## src/rtl/hex_operand_assembler.sv

```systemverilog
// hex_operand_assembler: parses ASCII hex operands from a UART byte stream into a frame of NUM_OPS operands
module hex_operand_assembler #(
   parameter int DIGITS  = 8,
   parameter int NUM_OPS = 3,
   localparam int OPW = 4 * DIGITS,
   localparam int IW  = (NUM_OPS > 1) ? $clog2(NUM_OPS) : 1,
   localparam int DW  = $clog2(DIGITS + 1)
) (
   input  logic                   clk,
   input  logic                   rst,
   input  logic                   rx_valid,
   input  logic [7:0]             rx_data,
   input  logic                   ops_ready,
   output logic [NUM_OPS*OPW-1:0] op_bus,
   output logic                   ops_valid,
   output logic [IW-1:0]          op_idx,
   output logic                   err,
   output logic                   drop
);
   typedef enum logic [1:0] {COLLECT, FULL, ERROR} state_t;
   state_t                 state, state_n;
   logic [OPW-1:0]         work, work_n;
   logic [DW-1:0]          dcnt, dcnt_n;
   logic [IW-1:0]          idx_n;
   logic [NUM_OPS*OPW-1:0] bus_n;
   logic                   drop_n, is_num, is_dig, is_sep, is_eol;
   logic [3:0]             nib;
   // Classify the incoming byte and map hex characters to their nibble value
   always_comb begin
      is_num = rx_data >= 8'h30 && rx_data <= 8'h39;
      is_dig = is_num || (rx_data >= 8'h41 && rx_data <= 8'h46) || (rx_data >= 8'h61 && rx_data <= 8'h66);
      nib    = is_num ? rx_data[3:0] : rx_data[3:0] + 4'd9;
      is_eol = rx_data == 8'h0D || rx_data == 8'h0A;
      is_sep = is_eol || rx_data == 8'h20 || rx_data == 8'h2C;
   end
   // Next-state logic: digit accumulation, slot commit, frame handoff and error resync
   always_comb begin
      state_n = state;
      work_n  = work;
      dcnt_n  = dcnt;
      idx_n   = op_idx;
      bus_n   = op_bus;
      drop_n  = 1'b0;
      case (state)
         COLLECT: if (rx_valid) begin
            if (is_dig && dcnt != DW'(DIGITS)) begin
               work_n = {work[OPW-5:0], nib};
               dcnt_n = dcnt + 1'b1;
            end else if (is_sep) begin
               if (dcnt != '0) begin
                  bus_n[op_idx*OPW +: OPW] = work;
                  work_n  = '0;
                  dcnt_n  = '0;
                  idx_n   = (op_idx == IW'(NUM_OPS - 1)) ? '0 : op_idx + 1'b1;
                  state_n = (op_idx == IW'(NUM_OPS - 1)) ? FULL : COLLECT;
               end
            end else begin
               // overflowing digit or invalid byte: drop the partial frame, keep committed operands
               work_n  = '0;
               dcnt_n  = '0;
               idx_n   = '0;
               state_n = ERROR;
            end
         end
         FULL: begin
            drop_n  = rx_valid;
            state_n = ops_ready ? COLLECT : FULL;
         end
         ERROR: state_n = (rx_valid && is_eol) ? COLLECT : ERROR;
         default: state_n = COLLECT;
      endcase
   end
   // State and output registers; status flags are decoded from the next state so they are registered
   always_ff @(posedge clk or posedge rst) begin
      if (rst) begin
         state     <= COLLECT;
         work      <= '0;
         dcnt      <= '0;
         op_idx    <= '0;
         op_bus    <= '0;
         drop      <= 1'b0;
         ops_valid <= 1'b0;
         err       <= 1'b0;
      end else begin
         state     <= state_n;
         work      <= work_n;
         dcnt      <= dcnt_n;
         op_idx    <= idx_n;
         op_bus    <= bus_n;
         drop      <= drop_n;
         ops_valid <= state_n == FULL;
         err       <= state_n == ERROR;
      end
   end
endmodule

```

## config.mk

```make
export PLATFORM = sky130hd
export DESIGN_NAME = hex_operand_assembler
export DESIGN_NICKNAME = d
export VERILOG_FILES = /design/src/rtl/hex_operand_assembler.sv
export SDC_FILE = /design/constraint.sdc
export NUM_CORES = 1
export LEC_CHECK = 0
export CORE_ASPECT_RATIO = 1.1
export CORE_UTILIZATION = 56
export CTS_CLUSTER_DIAMETER = 50
export CTS_CLUSTER_SIZE = 12
export DETAILED_ROUTE_END_ITERATION = 16
export PLACE_DENSITY = 0.85
export SYNTH_ARGS = -nofsm -noshare
export SYNTH_HDL_FRONTEND = slang
export SYNTH_SLANG_ARGS = --single-unit
```

## constraint.sdc

```tcl
create_clock -name clk -period 6.5 [get_ports clk]
set_input_delay 0.65 -clock clk [delete_from_list [all_inputs] [get_ports clk]]
set_output_delay 0.65 -clock clk [all_outputs]
set_load 0.005 [all_outputs]
```

==> results.md <==
Status:
- The flow ran to the end, and the final reports show no timing, DRC or antenna violations.

Logic synthesis:
- The summed instance area of the synthesized netlist is 5920 µm².
- Counting every instance in the synthesized netlist gives 574.
- Yosys printed 0 warnings.
- The primary flip-flop cell chosen by synthesis mapping is dfrtp_1.
- The synthesized design contains 0 enable-type register cells.
- The synthesized netlist contains 44 unique library cells.
- In this run the mean area of a mapped cell was 10.3 µm².
- The synthesized netlist net count is 597.
- The sequential area share after synthesis is 58.8%.
- The post-synthesis async set-or-reset flop share is 100%.
- Synthesis inferred 139 register bits.

Finish:
- Cells fill 75.8% of the core in the end.
- Summing all flip-flop and latch instances after layout gives 3480 µm².
- The number of cells in the finished layout apart from fillers is 825.
- Relative to the synthesized area, the layout overhead comes to 29.2%.
- The post-route netlist has 9.64% of its cells at a drive strength greater than 1.
- Summing all multi-input logic gate instances after layout gives 2150 µm².
- The net count of the finished layout is 696.
- 0 antenna diodes ended up in the layout.
- After filler insertion, the fill cell instance count of the layout stands at 681.

STA:
- The measured slew at the worst slew-check pin is 1.27 ns.
- On the final layout, the worst clock skew is 0.00766 ns.
- The post-route worst setup slack is 3.39 ns.
- On the final layout, the worst hold slack is 0.478 ns.
- The final hold violation count came to 0.
- The worst path uses 47.9% of the clock period.
- The final critical path time including I/O delays and setup is 3.11 ns.
- Setup repair after global routing left no endpoint under its margin.
- The setup total negative slack is 0 ns.
- The final-report max-slew violation count is 0.
- The final number of setup-violating endpoints is 0.
- For this run, the top clock speed supported by timing is 321 MHz.
- The worst relative slew slack is 15.2%.

GRT:
- The initial antenna violation count is 0.
- Summed over all layers, the global routing overflow is 0.
- The busiest metal layer after global routing is met2.
- The via count of the first global-routing pass was 4513.
- The first-pass GRT wire length is 22800 µm.
- Entering global routing, the biggest net connects 91 pins.
- The global routing usage on met3 is 5.40%.
- Global routing consumed, over all layers together, 27.4% of the routing resources.
- The global-route met2 utilization is 45.9%.
- In the global route stage, met1 resource usage came out at 35.1%.

Power:
- Combinational logic is responsible for 3.0% of the overall power.
- The relative contribution of sequential cells to total power is 44.9%.
- The proportion of total power due to net switching is 20.3%.
- The total power divided by cell area is 256 nW/µm².
- The power dissipated by switching net loads is 398 µW.
- The static leakage is 0.00320 µW.
- Cell internal power was estimated by the tool at 1560 µW.
- In this run, the clock network consumes 52.1% of the power.
- The worst IR drop on VDD is 0.000214 V.

Worst hold path:
- The cell count of the worst hold path is 2.
- The path with the worst hold slack has its endpoint at op_bus[89].
- The worst hold path belongs to the class reg2reg.
- The start point of the worst min-delay path is op_bus[89].

Worst setup path:
- The slack of the worst reg-to-reg path is 3.86 ns.
- The worst endpoint data arrival time is 3.56 ns.
- The largest single stage delay on the critical path is 1.09 ns.
- The critical-path maximum fanout is 36.
- The signal on the critical path passes through clkdlybuf4s50_1 > inv_1 > ha_1 > nor3b_1 > o41ai_1 > and3b_1 > mux2_2.
- The startpoint type of the worst setup path is an input pin.
- The length in cells of the worst reg-to-reg path is 7.
- The dominant delay contributor by cell family on the critical path is simple AND/OR/NAND/NOR gates.
- The endpoint class of the critical path is a flop.
- The start of the worst register-to-register path is dcnt[0].
- The slowest stage of the critical path is the and3b_1 cell.
- The number of buffers and inverters on the critical path is 2.
- The critical register-to-register path endpoint is dcnt[2].
- The worst endpoint required time is 6.95 ns.
- The worst setup path is of the in2reg kind.

CTS:
- In this run the deepest clock path goes through 2 buffers.
- In this run, CTS created clock tree buffers numbering 17.
- At the later pin of the worst-skew pair, clock insertion delay measures 0.52 ns.
- Clock tree synthesis selected as its root buffer the cell clkbuf_8.
- The H-tree depth reported by CTS is 4.
- In this run, post-CTS hold repair placed 0 buffers.
- After clock tree synthesis, the repair step resized 0 gates.
- After clock tree synthesis, the clock-pin slew on the worst setup and hold paths is 0.06 ns.
- The buffer count from post-CTS setup fixing is 0.
- The sink count of the clock tree is 139.
- The TritonCTS clock tree is done.

Placement:
- The count of input and output buffers is 112.
- Detailed placement ended at an HPWL of 8730 µm.
- Timing analysis after detailed placement gives a worst setup slack of 2.94 ns.
- The number of cells after detailed placement is 794.
- The congestion estimate from routability-driven global placement came to 0.797.

Routing:
- The first-pass iteration count of the detailed router is 5.
- The via density per instance is 5.58.
- The post-route DRC violation count is 0.
- The wire length after detailed routing is 14000 µm.
- The average wire per standard cell is 16.9 µm.
- For this block, the via count after detailed routing is 4600.
- In this run the remaining antenna-violating nets after routing total 0.
- For this block, the initial DRC count from the detailed router was 339.

Floorplan:
- The floorplan step defined a core boundary enclosing 10100 µm².
- For this configuration, the core starts out at a cell density of 58.7%.
- The floorplan has 38 rows.
- The number of top-level pins is 113.
- The die is 110 µm tall.
- The floorplan step set the die width to 100 µm.
- The die covers 11000 µm².

Job:
- The max-capacitance violation count is 0.
[kinds of logic (layout without fill, tap and decap cells)]
logic type,Yosys count,count (layout),synth area share (%)
AND/OR/NAND/NOR,221,221,15.6
AO/OA/AOI/OAI,149,149,17.0
flip-flops,139,139,58.8
buffers and inverters,47,158,5.10
adder cells (fa/ha/maj),11,11,2.33
XOR/XNOR,4,4,0.592
multiplexers,3,3,0.634
[worst register-to-register path, stage by stage (launching register included)]
cell and delay [ns]:
dfrtp_1 0.38, inv_1 0.08, ha_1 0.23, nor3b_2 0.20, a41oi_1 0.26, nand2_1 0.72, o21bai_1 0.43, a22o_1 0.24
[layout make-up]
type	count	share of cell area [%]
inverter	8	0.458
clock buffer	19	5.65
sequential	139	45.5
timing repair buffer	119	15.4
tap	140	2.29
multi-input combinational	388	28.1
clock inverter	12	2.57
[metrics by stage]
| step | total power (µW) | instance area [µm²] |
|---|---|---|
| CTS | 1960 | 7640 |
| global placement | 948 | 7010 |
| detailed placement | 952 | 7010 |
| global route | 2010 | 7640 |
| floorplan | 931 | 5920 |
| finish | 1960 | 7640 |
[layer usage]
layer / share of wire, % / vias up
met3: 4.7 / 21
met5: 0 / -
li1: - / 2134
met1: 42 / 2287
met4: 1.8 / 0
met2: 51 / 158
[synth_stat cells, types with 4 or more instances]
library cell / number / area [µm²]
nor2_1: 4 / 15.0
dfrtp_1: 139 / 3480
buf_2: 7 / 35.0
o21ai_0: 77 / 385
o21ai_1: 10 / 50.1
nand2_2: 4 / 25.0
a22o_1: 36 / 315
clkbuf_1: 10 / 37.5
clkbuf_2: 5 / 25.0
nand2_1: 191 / 717
buf_4: 10 / 75.1
ha_1: 11 / 138
nor3b_1: 4 / 30.0
inv_1: 8 / 30.0
o21ai_2: 12 / 105
[cell usage in the layout, fill, tap and decap left out, types with 2 or more instances in the layout]
cell type and count:
nand2_1 191, nand2_2 4, buf_4 7, dfrtp_1 139
o21ai_1 10, bufinv_16 5, nor2b_1 2, a22o_1 36
clkbuf_8 2, nor2_1 4, o211ai_4 3, o21ai_2 12
inv_1 7, clkinvlp_4 3, a211oi_1 3, o21ai_0 77
clkbuf_16 16, mux2_2 2, xnor2_1 3, nand2b_1 3
clkinv_2 3, ha_1 11, and3_1 2, nor3b_2 4
nand3_1 2, clkdlybuf4s50_1 112, o21bai_1 2
[worst max-delay path by stage]
stage                     slack [ns]  endpoint        from  cells after the start
after floorplan                 2.13   dcnt[0]         rst                      1
after global placement          3.10   dcnt[0]  rx_data[0]                      7
after detailed placement        2.94   dcnt[3]  rx_data[0]                      8
after CTS                       3.46   dcnt[0]  rx_data[0]                      7
after global routing            3.06   dcnt[3]  rx_data[0]                      8
final                           3.39   dcnt[0]  rx_data[0]                      7
[sequential cells by signal, summed over array words and instances (netlist names)]
register and flops:
dcnt 4, drop 1, err 1, op_bus 96, op_idx 2, ops_valid 1
state 2, work 32
[power groups by stage]
stage,combinational [µW],clock [µW],sequential (µW)
3_3_place_gp,55.5,0,893
4_1_cts,59.1,1030,879
6_report,58.5,1020,879
3_5_place_dp,58.8,0,893
2_1_floorplan,39.5,0,891
5_1_grt,65.8,1070,879
Note: power is estimated with default switching activity, not from simulation.
